[src/rtl/inst_fetch.sv]
// Instruction-fetch stage: PC generation, single-outstanding imem request, 2-entry fetch buffer.
// Optional FETCH_BYPASS_EN: present a response combinationally when the buffer is empty.
module inst_fetch #(
    parameter logic [31:0] RESET_PC  = 32'h0000_0000,
    parameter int          BUF_DEPTH = 2
) (
    input  logic        clk,
    input  logic        rst,
    input  logic        stall_i,
    input  logic        branch_flag_i,
    input  logic [31:0] branch_target_i,
    output logic        imem_req_o,
    output logic [31:0] imem_addr_o,
    input  logic        imem_gnt_i,
    input  logic        imem_rvalid_i,
    input  logic [31:0] imem_rdata_i,
    output logic        if_valid_o,
    output logic [31:0] if_pc_o,
    output logic [31:0] if_inst_o,
    output logic [1:0]  dbg_state_o
);

    typedef enum logic [1:0] {
        S_REQ  = 2'd0,
        S_WAIT = 2'd1,
        S_FULL = 2'd2
    } state_t;

    localparam logic [1:0] FULL_CNT = 2'(BUF_DEPTH);

    state_t      r_state, w_state_nxt;
    logic [31:0] r_fetch_pc, w_fetch_pc_nxt;
    logic [31:0] r_out_pc, w_out_pc_nxt;
    logic        r_outstanding, w_outstanding_nxt;
    logic        r_drop, w_drop_nxt;
    logic [31:0] r_buf_pc   [2];
    logic [31:0] r_buf_inst [2];
    logic        r_rd_ptr, r_wr_ptr;
    logic [1:0]  r_count, w_count_nxt;

    logic w_gnt, w_resp, w_keep, w_bypass, w_buf_valid;
    logic w_pop, w_pop_buf, w_push, w_still_out;

    // Memory handshake: a request transfers in any cycle with imem_req_o=1 and imem_gnt_i=1;
    // imem_addr_o holds until then. The single response is the next cycle with imem_rvalid_i=1.
    // IF/ID side: an instruction transfers when if_valid_o=1 and stall_i=0 (no redirect).
    assign imem_req_o  = rst & (r_state == S_REQ);
    assign imem_addr_o = r_fetch_pc;
    assign dbg_state_o = r_state;

    assign w_gnt       = imem_req_o & imem_gnt_i;
    assign w_resp      = imem_rvalid_i & r_outstanding;
    assign w_keep      = w_resp & ~r_drop & ~branch_flag_i;
    assign w_buf_valid = (r_count != 2'd0);

`ifdef FETCH_BYPASS_EN
    assign w_bypass = w_keep & ~w_buf_valid;
`else
    assign w_bypass = 1'b0;
`endif

    assign if_valid_o = w_buf_valid | w_bypass;
    assign if_pc_o    = w_buf_valid ? r_buf_pc[r_rd_ptr]   : (w_bypass ? r_out_pc     : 32'h0);
    assign if_inst_o  = w_buf_valid ? r_buf_inst[r_rd_ptr] : (w_bypass ? imem_rdata_i : 32'h0);

    assign w_pop       = if_valid_o & ~stall_i & ~branch_flag_i;
    assign w_pop_buf   = w_pop & w_buf_valid;
    // A bypassed response that is consumed immediately never enters the buffer.
    assign w_push      = w_keep & ~(w_bypass & w_pop);
    assign w_still_out = (r_outstanding & ~imem_rvalid_i) | w_gnt;
    assign w_count_nxt = branch_flag_i ? 2'd0
                       : (r_count + {1'b0, w_push} - {1'b0, w_pop_buf});

    always_comb begin
        w_state_nxt       = r_state;
        w_fetch_pc_nxt    = r_fetch_pc;
        w_out_pc_nxt      = r_out_pc;
        w_outstanding_nxt = r_outstanding;
        w_drop_nxt        = r_drop;
        if (branch_flag_i) begin
            w_fetch_pc_nxt = branch_target_i;
            if (w_gnt) begin
                w_out_pc_nxt = r_fetch_pc;
            end
            if (w_still_out) begin
                w_state_nxt       = S_WAIT;
                w_outstanding_nxt = 1'b1;
                w_drop_nxt        = 1'b1;
            end else begin
                w_state_nxt       = S_REQ;
                w_outstanding_nxt = 1'b0;
                w_drop_nxt        = 1'b0;
            end
        end else begin
            if (w_resp) begin
                w_outstanding_nxt = 1'b0;
                w_drop_nxt        = 1'b0;
            end
            case (r_state)
                S_REQ: begin
                    if (w_gnt) begin
                        w_fetch_pc_nxt    = r_fetch_pc + 32'd4;
                        w_out_pc_nxt      = r_fetch_pc;
                        w_outstanding_nxt = 1'b1;
                        w_state_nxt       = S_WAIT;
                    end
                end
                S_WAIT: begin
                    if (w_resp) begin
                        w_state_nxt = (w_count_nxt < FULL_CNT) ? S_REQ : S_FULL;
                    end
                end
                S_FULL: begin
                    if (w_count_nxt < FULL_CNT) begin
                        w_state_nxt = S_REQ;
                    end
                end
                default: w_state_nxt = S_REQ;
            endcase
        end
    end

    always_ff @(posedge clk or negedge rst) begin
        if (!rst) begin
            r_state       <= S_REQ;
            r_fetch_pc    <= RESET_PC;
            r_out_pc      <= RESET_PC;
            r_outstanding <= 1'b0;
            r_drop        <= 1'b0;
            r_count       <= 2'd0;
            r_rd_ptr      <= 1'b0;
            r_wr_ptr      <= 1'b0;
        end else begin
            r_state       <= w_state_nxt;
            r_fetch_pc    <= w_fetch_pc_nxt;
            r_out_pc      <= w_out_pc_nxt;
            r_outstanding <= w_outstanding_nxt;
            r_drop        <= w_drop_nxt;
            r_count       <= w_count_nxt;
            if (branch_flag_i) begin
                r_rd_ptr <= 1'b0;
                r_wr_ptr <= 1'b0;
            end else begin
                if (w_push) begin
                    r_wr_ptr <= ~r_wr_ptr;
                end
                if (w_pop_buf) begin
                    r_rd_ptr <= ~r_rd_ptr;
                end
            end
        end
    end

    // Buffer payload needs no reset: it is only observed through r_count.
    always_ff @(posedge clk) begin
        if (w_push && !branch_flag_i) begin
            r_buf_pc[r_wr_ptr]   <= r_out_pc;
            r_buf_inst[r_wr_ptr] <= imem_rdata_i;
        end
    end

endmodule

[config.mk]
export PLATFORM = sky130hd
export DESIGN_NAME = inst_fetch
export DESIGN_NICKNAME = d
export VERILOG_FILES = /design/src/rtl/inst_fetch.sv
export SDC_FILE = /design/constraint.sdc
export NUM_CORES = 1
export LEC_CHECK = 0
export ABC_CLOCK_PERIOD_IN_PS = 10000
export BUFFER_PORTS_ARGS = -buffer_cell sky130_fd_sc_hd__buf_2
export CAP_MARGIN = 20
export CORE_UTILIZATION = 55
export DETAILED_ROUTE_END_ITERATION = 6
export PLACE_DENSITY = 0.89
export SLEW_MARGIN = 20
export SYNTH_ARGS = -nofsm -noshare
export SYNTH_HDL_FRONTEND = slang
export SYNTH_SLANG_ARGS = --single-unit
export TNS_END_PERCENT = 100
[constraint.sdc]
create_clock -name clk -period 10 [get_ports clk]
set_clock_uncertainty 0.1 [all_clocks]
set_input_delay 0 -clock clk [delete_from_list [all_inputs] [get_ports clk]]
set_output_delay 0 -clock clk [all_outputs]
set_load 0.005 [all_outputs]
* After elaboration in Yosys (flattened, before gate mapping) *
Memory sizes are Yosys's and may differ from the RTL's.
Cells that the tools add are included.

cells by class
  muxes and demuxes = 29
  divide/modulo/power cells = 0
  bitwise gates (word level) = 16
  shift operators = 0
  $add $sub $neg = 3
  $lt $le $gt $ge = 1
  $mul = 0
  reduce and logical (&&, ||, !) cells = 11
  eq/ne operators = 5

operators by type and width
  kind                                                              number
  32-bit two-way mux                                                8
  32-bit by 3-bit adder with 32-bit output (second input constant)  1
  1-bit two-way mux                                                 14
  2-bit two-way mux                                                 6
  2-bit nonzero test                                                6
  1-bit bitwise AND                                                 9
  3-bit inequality test (second input constant)                     3
  1-bit inverter                                                    6
  2-bit case mux with 3 select lines                                1
  3-bit AND reduction                                               1
  2-bit by 1-bit adder with 2-bit output                            1
  2-bit by 1-bit == test with 1-bit output (second input constant)  1
  2-bit == test (second input constant)                             1
  2-bit logical NOT                                                 1
  2-bit less-than comparator (second input constant)                1
  2-bit AND reduction                                               1
  2-bit by 1-bit subtractor with 2-bit output                       1
  1-bit logical AND                                                 1
  1-bit logical NOT                                                 1
  1-bit bitwise OR                                                  1

storage, ports and cells
  register bits = 72
  RAM bits = 128
  output and inout port bits = 100
  bits in latches = 0
  word-level logic and storage cells = 75
  memories kept = 2
  bits in read-only memories = 0

memories
  name        depth  width  read ports  clocked after memory_dff  wr ports  RTL line  text
  r_buf_inst  2      32     1           0                         1         37        logic [31:0] r_buf_inst [2];
  r_buf_pc    2      32     1           0                         1         36        logic [31:0] r_buf_pc [2];

* Longest topological paths before layout *
Gate-level depths: netlist (run 1).

  word-level depth = 11
  mapped depth = 8

* Worst setup path after synthesis (run 1) *
Ideal clock, no wire load.

  path kind = register to register
  start point = register r_outstanding
  end point = memory r_buf_inst[0][0], enable pin
  slack = 6,041 ps
  period minus slack after synthesis = 3,959 ps
  path buffers = 0
  required time = 9,414 ps
  library setup time = 486 ps
  cell stages (with the launch flop) = 5
  data arrival time = 3,372 ps
  path through = dfrtp_1 > nand2_1 > nor2_1 > nand2_1 > nor2_1

on the way
  cells in the longest elaborated chain, start to end = 6

ends and longest elaborated chain
  element                                  RTL line  text
  start: declaration                       34        logic r_outstanding, w_outstanding_nxt;
  start signal: assignment                 137       r_outstanding <= w_outstanding_nxt;
  1-bit bitwise AND                        52        assign w_resp = imem_rvalid_i & r_outstanding;
  1-bit bitwise AND (2 in a row)           53        assign w_keep = w_resp & ~r_drop & ~branch_flag_i;
  1-bit logical AND                        156       if (w_push && !branch_flag_i) begin
  1-bit two-way mux                        156
  1-bit two-way mux (implied by the code)  158       r_buf_inst[r_wr_ptr] <= imem_rdata_i;
  end: declaration                         37

No other way between the ends.

* Worst setup path in the final report (run 1) *
  start point = register r_state[1] (netlist: dbg_state_o[1])
  end point = register r_fetch_pc[31] (netlist: imem_addr_o[31])

on the way
  cells in the longest elaborated chain, start to end = 5

ends and longest elaborated chain
  element                          RTL line  text
  start: declaration               31        state_t r_state, w_state_nxt;
  start signal: assignment         134       r_state <= w_state_nxt;
  2-bit logical NOT *              47, 99
  1-bit bitwise AND                47        assign imem_req_o = rst & (r_state == S_REQ);
  1-bit bitwise AND                51        assign w_gnt = imem_req_o & imem_gnt_i;
  2-bit nonzero test (no line)     -
  2-bit AND reduction (no line) *  -
  end signal: assignment           135       r_fetch_pc <= w_fetch_pc_nxt;
  end: declaration                 32        logic [31:0] r_fetch_pc, w_fetch_pc_nxt;

Every way passes the cells marked *; elsewhere a longest branch is shown, timed or not.
A chain may end at the register's enable or synchronous reset.

==> summary.md, run 1 <==
| Metric | Value |
|---|---|
| Fraction of layout cells with a size suffix above 1 | `0.243` |
| Clock sink count | `200` |
| Final total power | `1.94 mW` |
| WP data required | `slightly above 10 ns` |
| Number of global-route vias before repair | `5741` |
| Startpoint class of the critical path | `flop` |
| Worst-Margin Slew | `0.907 ns` |
| Status | `finished, final reports clean` |
| Final wirelength | `18600 um` |
| Post-CTS Setup Inserts | `0` |
| Unrepaired setup endpoints after global routing | `no` |
| Max VDD drop | `0.000137 V` |
| Post-CTS sizing | `0` |
| Nets | `approximately 950` |
| WS Path Type | `reg2reg` |
| Gr ovfl total | `0` |
| N_diodes | `0` |
| Commonest non-fill, non-tap cell in the layout | `buf_2` |
| Pre-antenna DRT Iters | `7` |
| Drt first-iter violations | `479` |
| Peak Freq | `322 MHz` |
| Pleak | `roughly 4.3 nW` |
| #FFs+latches synth | `200` |
| Clk slew on worst S/H paths | `0.07 ns` |
| Fin crit share | `0.310` |
| Die width | `124 um` |
| H-tree levels | `4` |
| Synth unique cells | `between 40 and 50` |
| R2R Setup Slk | `6.90 ns` |
| Hold buffers post-CTS | `68` |
| Avg Inst Size Synth | `~13 um^2` |
| Hold crit path type | `in2reg` |
| Die Y | `124 um` |
| Site Rows | `44` |
| Critical Path Fanout Max | `49` |
| Die area | `roughly 15000 um^2` |
| DR vias/cell | `between 5 and 6` |
| Clk Latency, worst-skew pair | `around 0.43 ns` |
| Most frequent cells in the layout | `buf_2, edfxtp_1, nand2_1, nor2_1, dfrtp_1` |
| Synth top area share | `0.467` |
| Sequential fraction of the synthesis area | `0.686` |
| Post-Syn Area | `8230 um^2` |
| Port bufs | `approximately 170` |
| Gpl congestion | `about 0.84` |
| Power Density | `around 180 nW/um^2` |
| Syn. warnings | `0` |
| Relative slew slack | `0.395` |
| Ranking of synthesized cells by area | `edfxtp_1, dfrtp_1, mux2i_1` |
| Cells after Synth | `653` |
| Pre-CTS setup slack | `6.93 ns` |
| Root buffer cell | `clkbuf_16` |
| Initial antenna violation count | `0` |
| Post-synth EDFFs | `128` |
| Total core area | `~15000 um^2` |
| CTS Buf Count | `17` |
| Post-DP HPWL | `10900 um` |
| Fin. max-slew vios | `0` |
| CTS tree | `yes` |
| Drt drc | `0` |
| Data arrival time of the worst path | `3.34 ns` |
| Fraction of registers with async set/reset | `0.360` |
| Initial core utilization | `0.564` |
| Vias | `5965` |
| Post-synth top area cell | `edfxtp_1` |
| Utilization after layout | `0.721` |
| Aggregate global-route resource usage | `0.245` |
| Final worst setup slack | `6.90 ns` |
| Fin crit period | `3.10 ns` |
| Synthesis-to-layout area growth | `27.9%` |
| Routed Antenna Nets | `0` |
| Pin count of the biggest net entering global routing | `74` |
| Max Cap Violations | `0` |
| First-pass GRT wire length | `29600 um` |
| Clk buf depth | `2` |
| Ports | `170` |
| Final hold vios | `0` |
| # setup viols final | `0` |
| Primary FF master, synth | `edfxtp_1` |
| CP endpoint kind | `flop` |
| Setup TNS | `0 ns` |
| Syn_nets | `726` |
| Routed WL per cell | `roughly 17 um` |
path summary, 6_finish.rpt:
path	from	endpoint	cells after the start
hold / removal	imem_gnt_i	r_out_pc[12]	5
hold reg to reg	r_out_pc[28]	r_buf_pc[0][28]	0
setup / recovery	dbg_state_o[1]	imem_addr_o[31]	4
min in group asynchronous	rst	imem_addr_o[11]	3
max in group asynchronous	rst	r_rd_ptr	3
setup reg to reg	dbg_state_o[1]	imem_addr_o[31]	4
cell usage after synthesis (3+ instances only):
cell type	n
a31oi_1	15
edfxtp_1	128
clkbuf_1	22
and3_1	4
nor4_1	7
nand2_1	116
nand4_1	9
mux2i_1	65
nand3_1	10
o21ai_0	21
buf_1	10
or4_1	15
nor3_1	4
ha_1	3
xor2_1	5
or3_1	4
inv_1	9
o31ai_1	13
nor2_1	85
xnor2_1	9
dfrtp_1	72
through the flow:
stage	hold WS (ns)	area, um^2	cells
detailed placement	0.0911	9240	977
global placement	0.0872	9240	977
finish	0.183	10500	1078
floorplan	-0.396	8230	653
global route	0.198	10500	1078
CTS	0.167	10500	1077
critical path: stages (launching register included):
cell	delay, ns
dfrtp_1	0.47
nand4bb_4	0.69
or4_1	0.96
or4_1	0.59
a31oi_1	0.19
routing by layer:
layer | vias to the layer above | wire length [um] | GRT usage
met5 | - | 0 | 0
li1 | 2808 | - | -
met4 | 0 | 359 | 0.0907
met2 | 257 | 9300 | 0.399
met1 | 2871 | 7890 | 0.331
met3 | 29 | 1070 | 0.0460
where the power goes:
part	internal (mW)	switching (mW)	total [mW]
logic	0.111	0.131	0.242
clock network	0.360	0.289	0.649
registers	0.975	0.0692	1.04
flip-flops by register name, summed over array words and instances (netlist names), 2 cells and up:
| name | count |
|---|---|
| r_buf_inst | 64 |
| r_count | 2 |
| r_buf_pc | 64 |
| dbg_state_o | 2 |
| imem_addr_o | 32 |
| r_out_pc | 32 |
cell families after synthesis:
family | synth area share
flops | 0.686
xor+xnor | 0.0149
simple gates | 0.144
buf+inv | 0.0218
compound gates | 0.0462
fa+ha+maj | 0.00456
mux | 0.0818
cell type report:
class | instances | area [um^2]
fill | 955 | 4070
clock buffer | 23 | 509
clock inverter | 9 | 63.8
timing repair buffer | 244 | 1600
tap | 184 | 230
inverter | 10 | 37.5
multi-input combinational | 408 | 2430
sequential | 200 | 5650
(Power assumes the default switching activity.)
==> run 2, diff against run 1 <==
--- a/config.mk
+++ b/config.mk
@@ -5,7 +5,7 @@
 export SDC_FILE = /design/constraint.sdc
 export NUM_CORES = 1
 export LEC_CHECK = 0
-export ABC_CLOCK_PERIOD_IN_PS = 10000
+export ABC_CLOCK_PERIOD_IN_PS = 2950
 export BUFFER_PORTS_ARGS = -buffer_cell sky130_fd_sc_hd__buf_2
 export CAP_MARGIN = 20
 export CORE_UTILIZATION = 55
==> constraint.sdc (replaced) <==
create_clock -name clk -period 2.95 [get_ports clk]
set_clock_uncertainty 0.1 [all_clocks]
set_input_delay 0 -clock clk [delete_from_list [all_inputs] [get_ports clk]]
set_output_delay 0 -clock clk [all_outputs]
set_load 0.005 [all_outputs]
==> run 2 against run 1 <==
Flip-flop and latch count stayed put. Fmax up 25%. Global-route usage increased by 0.44 points. Utilization up 0.51 points. Routed wire length decreased by 0.42%. Cell count increased by 0.19%. Sequential power increased to 3.4 times the previous value.
==> summary.md, run 2 (synthesis results as in run 1) <==
| Metric | Value |
|---|---|
| Routed Antenna Nets | `0 (unchanged)` |
| Max Cap Violations | `0 (unchanged)` |
| Placement-stage cell area | `9300 um^2 (was 9240 um^2)` |
| Clock power share | `0.350 (was 0.336)` |
| CTS Buf Count | `17 (unchanged)` |
| Gpl congestion | `0.876 (was 0.841)` |
| Final worst setup slack | `0.460 ns (was 6.90 ns)` |
| Commonest non-fill, non-tap cell in the layout | `buf_2 (unchanged)` |
| Delay of the slowest critical-path stage | `0.79 ns (was 0.96 ns)` |
| Largest registers | `r_buf_inst: 64 flops, r_buf_pc: 64 flops (unchanged)` |
| Drt first-iter violations | `440 (was 479)` |
| Root buffer cell | `clkbuf_16 (unchanged)` |
| Die width | `124 um (unchanged)` |
| Highest-delay cell along the critical path | `or4_1 (unchanged)` |
| Clk Latency, worst-skew pair | `0.43 ns (about the same)` |
| Pre-antenna DRT Iters | `5 (was 7)` |
| Placed cell count | `979 (was 977)` |
| Port bufs | `169 (unchanged)` |
| CP endpoint kind | `flop (unchanged)` |
| Synthesis-to-layout area growth | `28.9% (was 27.9%)` |
| Most common cell on crit path | `or4_1 (unchanged)` |
| Startpoint class of the critical path | `flop (unchanged)` |
| Sw frac | `0.248 (was 0.253)` |
| Vias | `5973 (was 5965)` |
| Flop pwr share | `0.526 (was 0.539)` |
| Site Rows | `44 (unchanged)` |
| Aggregate global-route resource usage | `0.250 (was 0.245)` |
| Crit path from | `dbg_state_o[1] (unchanged)` |
| Data arrival time of the worst path | `2.74 ns (was 3.34 ns)` |
| Hold crit path type | `in2reg (unchanged)` |
| Hold Path Origin | `branch_flag_i (was imem_gnt_i)` |
| Clk slew on worst S/H paths | `0.07 ns (about the same)` |
| Post-CTS Setup Inserts | `0 (unchanged)` |
| Setup TNS | `0 ns (unchanged)` |
| Initial core utilization | `0.564 (unchanged)` |
| Max VDD drop | `0.000472 V (was 0.000137 V)` |
| Peak Freq | `402 MHz (was 322 MHz)` |
| WHS | `0.0291 ns (was 0.183 ns)` |
| Critical Path Fanout Max | `18 (was 49)` |
| Status | `finished, final reports clean (unchanged)` |
| # setup viols final | `0 (unchanged)` |
| Pre-CTS setup slack | `0.493 ns (was 6.93 ns)` |
| Worst-Margin Slew | `0.900 ns (was 0.907 ns)` |
| Final wirelength | `18500 um (was 18600 um)` |
| Fin crit period | `2.49 ns (was 3.10 ns)` |
| Initial antenna violation count | `0 (unchanged)` |
| Cells along the critical path | `nand4bb_4, or4_1, or4_1, a31oi_1 (unchanged)` |
| Most frequent cells in the layout | `buf_2, edfxtp_1, nand2_1, nor2_1, dfrtp_1 (unchanged)` |
| Clk buf depth | `2 (unchanged)` |
| WP data required | `3.20 ns (was 10.24 ns)` |
| H-tree levels | `4 (unchanged)` |
| Finished Layout Cells | `1080 (was 1078)` |
| Fin. max-slew vios | `0 (unchanged)` |
| Pleak | `4.29 nW (was 4.27 nW)` |
| Clock sink count | `200 (unchanged)` |
| Relative slew slack | `0.400 (was 0.395)` |
| Pin count of the biggest net entering global routing | `74 (unchanged)` |
| Final total power | `6.70 mW (was 1.94 mW)` |
| Final hold vios | `0 (unchanged)` |
| Post-DP HPWL | `11000 um (was 10900 um)` |
| Unrepaired setup endpoints after global routing | `no (unchanged)` |
| Gr ovfl total | `0 (unchanged)` |
| Routed WL per cell | `17.2 um (was 17.3 um)` |
| Drt drc | `0 (unchanged)` |
| Combinational power share | `0.124 (was 0.125)` |
| N_diodes | `0 (unchanged)` |
| Utilization after layout | `0.727 (was 0.721)` |
| Die area | `15400 um^2 (unchanged)` |
| Number of global-route vias before repair | `5896 (was 5741)` |
| Total core area | `14600 um^2 (unchanged)` |
| P_sw | `1.66 mW (was 0.489 mW)` |
| Int Power | `5.04 mW (was 1.45 mW)` |
| DR vias/cell | `5.53 (about the same)` |
| Fin crit share | `0.844 (was 0.310)` |
| Reg2reg start | `dbg_state_o[1] (unchanged)` |
| Fraction of layout cells with a size suffix above 1 | `0.242 (was 0.243)` |
| Post-route design area | `10600 um^2 (was 10500 um^2)` |
| Nets | `956 (was 954)` |
| Ports | `170 (unchanged)` |
| WS Path Type | `reg2reg (unchanged)` |
| Power Density | `632 nW/um^2 (was 184 nW/um^2)` |
| CTS tree | `yes (unchanged)` |
| First-pass GRT wire length | `30000 um (was 29600 um)` |
| Die Y | `124 um (unchanged)` |
-- run 2: cell types whose count changed in the layout (fill, tap and decap cells not counted) --
cell,change
buf_12,+3
bufinv_16,+3
clkbuf_8,-3
clkinv_4,-3
clkinv_1,+2
clkinvlp_4,+2
buf_4,-1
clkbuf_16,-1
inv_4,-1
inv_6,+1
-- run 2: per-layer routing --
layer / vias to the layer above / wire (um) / track usage
met5: - / 0 / 0
met4: 0 / 333 / 0.0936
met3: 26 / 1240 / 0.0541
met2: 268 / 9150 / 0.412
met1: 2868 / 7820 / 0.326
li1: 2811 / - / -
-- run 2: what timing repair did --
action | 4_1_cts | 5_1_grt
hold endpoints to repair | 178 | 0
hold buffers | 68 | 0
gates resized for setup | 0 | 0
-- run 2: cell type report --
type	count	area, um^2
Clock inverter	13	153
Timing Repair Buffer	246	1650
Inverter	10	37.5
Multi-Input combinational cell	408	2430
Fill cell	953	3990
Tap cell	184	230
Sequential cell	200	5650
Clock buffer	19	443
-- run 2: critical path, delay by kind of cell (launching register included) --
family | cells | cell delay (ns)
compound gates | 1 | 0.17
simple gates | 3 | 1.67
flops | 1 | 0.47
-- run 2: final timing paths --
check | to | slack, ns | cells after the start
min in group asynchronous | imem_addr_o[1] | 0.34 | 3
max reg2reg | imem_addr_o[31] | 0.46 | 4
max | imem_addr_o[31] | 0.46 | 4
min reg2reg | r_buf_pc[1][25] | 0.37 | 0
max in group asynchronous | r_rd_ptr | 1.76 | 3
min | imem_addr_o[31] | 0.03 | 3
-- run 2: power by group through the flow --
stage / combinational [mW] / clock (mW) / sequential [mW]
global route: 0.934 / 2.49 / 3.55
detailed placement: 0.721 / 0 / 3.60
finish: 0.834 / 2.34 / 3.52
global placement: 0.694 / 0 / 3.57
CTS: 0.803 / 2.35 / 3.54
floorplan: 0.448 / 0 / 3.50
==> run 3, diff against run 2 <==
--- a/config.mk
+++ b/config.mk
@@ -5,7 +5,8 @@
 export SDC_FILE = /design/constraint.sdc
 export NUM_CORES = 1
 export LEC_CHECK = 0
-export ABC_CLOCK_PERIOD_IN_PS = 2950
+export ABC_AREA = 1
+export ABC_CLOCK_PERIOD_IN_PS = 2500
 export BUFFER_PORTS_ARGS = -buffer_cell sky130_fd_sc_hd__buf_2
 export CAP_MARGIN = 20
 export CORE_UTILIZATION = 55
==> constraint.sdc (replaced) <==
create_clock -name clk -period 2.5 [get_ports clk]
set_clock_uncertainty 0.1 [all_clocks]
set_input_delay 0 -clock clk [delete_from_list [all_inputs] [get_ports clk]]
set_output_delay 0 -clock clk [all_outputs]
set_load 0.005 [all_outputs]
==> run 3 against run 2 <==
Worst setup slack gained 0.0054 ns. Final area is 3.1% higher. Non-clock buffer count rose by 8. Clock power increased by 6%. Cell count up 21%. First-iteration DRC count up 36%. Clock-buffer cell count is 4 higher. Highest routed layer unchanged. Global-route usage rose by 0.57 points. Area after synthesis is 4.3% higher. Largest power group unchanged.
==> summary.md, run 3 <==
| Metric | Value |
|---|---|
| Data arrival time of the worst path | `1.93 ns (was 2.74 ns)` |
| First-pass GRT wire length | `31600 um (was 30000 um)` |
| Pre-antenna DRT Iters | `5 (unchanged)` |
| Post-route design area | `10900 um^2 (was 10600 um^2)` |
| DR vias/cell | `5.20 (was 5.53)` |
| Fill cells | `1030 (was 953)` |
| Nets | `1177 (was 956)` |
| Primary FF master, synth | `edfxtp_1 (unchanged)` |
| Vias | `6792 (was 5973)` |
| Max VDD drop | `0.000483 V (was 0.000472 V)` |
| Total core area | `15200 um^2 (was 14600 um^2)` |
| Die area | `16100 um^2 (was 15400 um^2)` |
| Ports | `170 (unchanged)` |
| Clock power share | `0.293 (was 0.350)` |
| Pleak | `4.84 nW (was 4.29 nW)` |
| Routed Antenna Nets | `0 (unchanged)` |
| Max Cap Violations | `0 (unchanged)` |
| Die width | `127 um (was 124 um)` |
| Port bufs | `169 (unchanged)` |
| Worst-Margin Slew | `0.897 ns (was 0.900 ns)` |
| CTS Buf Count | `17 (unchanged)` |
| Commonest cells post-synth | `nand2_1, edfxtp_1, dfrtp_1 (was edfxtp_1, nand2_1, nor2_1)` |
| Synth unique cells | `31 (was 43)` |
| Gpl congestion | `0.876 (about the same)` |
| Gr ovfl total | `0 (unchanged)` |
| Clock sink count | `200 (unchanged)` |
| Combinational power share | `0.174 (was 0.124)` |
| Fraction of layout cells with a size suffix above 1 | `0.208 (was 0.242)` |
| Routed WL per cell | `15.3 um (was 17.2 um)` |
| Clk buf depth | `2 (unchanged)` |
| Number of global-route vias before repair | `6474 (was 5896)` |
| Most frequent cell after synthesis | `nand2_1 (was edfxtp_1)` |
| Commonest non-fill, non-tap cell in the layout | `nand2_1 (was buf_2)` |
| Pre-CTS setup slack | `0.617 ns (was 0.493 ns)` |
| Pin count of the biggest net entering global routing | `74 (unchanged)` |
| Synth top area share | `0.448 (was 0.467)` |
| Peak Freq | `492 MHz` |
| Sequential fraction of the synthesis area | `0.658 (was 0.686)` |
| Ranking of synthesized cells by area | `edfxtp_1, dfrtp_1, nand2_1 (was edfxtp_1, dfrtp_1, mux2i_1)` |
| WP data required | `2.40 ns (was 3.20 ns)` |
| Post-DP HPWL | `12400 um (was 11000 um)` |
| Final wirelength | `19900 um (was 18500 um)` |
| Power Density | `774 nW/um^2 (was 632 nW/um^2)` |
| Placement-stage cell area | `9670 um^2 (was 9300 um^2)` |
| Fraction of registers with async set/reset | `0.360 (unchanged)` |
| Die Y | `127 um (was 124 um)` |
| Most frequent cells in the layout | `nand2_1, buf_2, edfxtp_1, dlygate4sd3_1, dfrtp_1 (was buf_2, edfxtp_1, nand2_1, nor2_1, dfrtp_1)` |
| Drt first-iter violations | `600 (was 440)` |
| Syn. warnings | `0 (unchanged)` |
| N_diodes | `0 (unchanged)` |
| Final hold vios | `0 (unchanged)` |
| Post-Syn Area | `8580 um^2 (was 8230 um^2)` |
| Post-CTS sizing | `0 (unchanged)` |
| CTS tree | `yes (unchanged)` |
| Avg Inst Size Synth | `9.90 um^2 (was 12.6 um^2)` |
| Fin crit period | `approximately 2.0 ns` |
| Post-synth EDFFs | `128 (unchanged)` |
| Relative slew slack | `0.402 (was 0.400)` |
| Fin. max-slew vios | `0 (unchanged)` |
| Sw frac | `0.286 (was 0.248)` |
| Syn_nets | `940 (was 726)` |
| WS Path Type | `reg2out (was reg2reg)` |
| #FFs+latches synth | `200 (unchanged)` |
| P_sw | `2.41 mW (was 1.66 mW)` |
| Aggregate global-route resource usage | `0.255 (was 0.250)` |
| Hold crit path type | `in2reg (unchanged)` |
| H-tree levels | `4 (unchanged)` |
| Fin crit share | `0.814` |
| Int Power | `6.04 mW (was 5.04 mW)` |
| Final worst setup slack | `0.466 ns (was 0.460 ns)` |
| Startpoint class of the critical path | `flop (unchanged)` |
| Flop pwr share | `0.533 (was 0.526)` |
| Root buffer cell | `clkbuf_16 (unchanged)` |
| WHS | `0.194 ns (was 0.0291 ns)` |
| Initial antenna violation count | `0 (unchanged)` |
| Synthesis-to-layout area growth | `27.3% (was 28.9%)` |
| Unrepaired setup endpoints after global routing | `no (unchanged)` |
| Clk Latency, worst-skew pair | `0.43 ns (about the same)` |
| Cells after Synth | `867 (was 653)` |
| Clk slew on worst S/H paths | `0.07 ns (about the same)` |
| Post-synth top area cell | `edfxtp_1 (unchanged)` |
| Site Rows | `45 (was 44)` |
| CP endpoint kind | `output port (was flop)` |
| Status | `finished, final reports clean (unchanged)` |
| # setup viols final | `0 (unchanged)` |
| Critical Path Fanout Max | `65 (was 18)` |
| Drt drc | `0 (unchanged)` |
| Largest registers | `r_buf_inst: 64 flops, r_buf_pc: 64 flops (unchanged)` |
| Initial core utilization | `0.564 (about the same)` |
## run 3: changes by cell type after synthesis, sizes merged, moves of 9 or more
cell / delta
nand2: +193
a21oi: +68
mux2i: -65
inv: +57
o21ai: +42
nand3: +41
nor2: -37
a31oi: -15
or4: -15
o31ai: -13
buf: +9
## run 3: what timing repair did
action                    4_1_cts  5_1_grt
hold endpoints to repair      180        0
hold buffers                   72        0
setup buffers                   0        0
## run 3: power by group through the flow
stage               clock network (mW)  logic [mW]  registers, mW
floorplan                            0       0.823           4.44
global placement                     0        1.30           4.52
detailed placement                   0        1.35           4.56
CTS                               2.51        1.47           4.49
global route                      2.65        1.66           4.55
finish                            2.47        1.47           4.51
## run 3: cell families (layout without fill, tap and decap cells)
kind of cell	count (synthesis)	after routing	share of synthesized area
compound gates	139	139	0.0831
buf+inv	104	354	0.0488
xor+xnor	5	5	0.00510
simple gates	416	416	0.201
fa+ha+maj	3	3	0.00437
flops	200	200	0.658
## run 3: area by class of cell
cell class | count | area (um^2) | area share
Timing Repair Buffer | 254 | 1700 | 0.156
Clock inverter | 9 | 70.1 | 0.00641
Tap cell | 188 | 235 | 0.0215
Sequential cell | 200 | 5650 | 0.517
Inverter | 68 | 255 | 0.0234
Multi-Input combinational cell | 563 | 2550 | 0.233
Clock buffer | 23 | 468 | 0.0428
## run 3: path summary, 6_finish.rpt
path | start | to | slack (ns) | depth (start not counted)
max in group asynchronous | rst | r_rd_ptr | 1.42 | 3
setup / recovery | r_count[1] | if_pc_o[17] | 0.47 | 4
hold reg to reg | r_out_pc[17] | r_buf_pc[1][17] | 0.38 | 0
min in group asynchronous | rst | dbg_state_o[0] | 0.27 | 3
setup reg to reg | r_outstanding | dbg_state_o[0] | 0.57 | 10
hold / removal | imem_rdata_i[22] | r_buf_inst[1][22] | 0.19 | 2
## run 3: worst max-delay path, cell delays in order (launching register included)
cell and delay [ns]:
dfrtp_1 0.42, nor2_4 0.13, buf_4 0.58, a21oi_1 0.16
buf_2 0.18
## run 3: metal layers
layer,share of wire,vias to the layer above,track usage
met5,0,-,0
li1,-,3349,-
met3,0.062,21,0.0451
met4,0.017,0,0.0938
met1,0.43,3160,0.337
met2,0.49,262,0.428
## run 3: metrics by stage
stage               setup TNS (ns)  power [mW]  cells   util
finish                           0        8.45   1305  0.719
global route                     0        8.86   1305  0.719
CTS                              0        8.47   1305  0.719
detailed placement               0        5.91   1201  0.636
global placement                 0        5.82   1201  0.636
floorplan                    -3.25        5.26    867      -
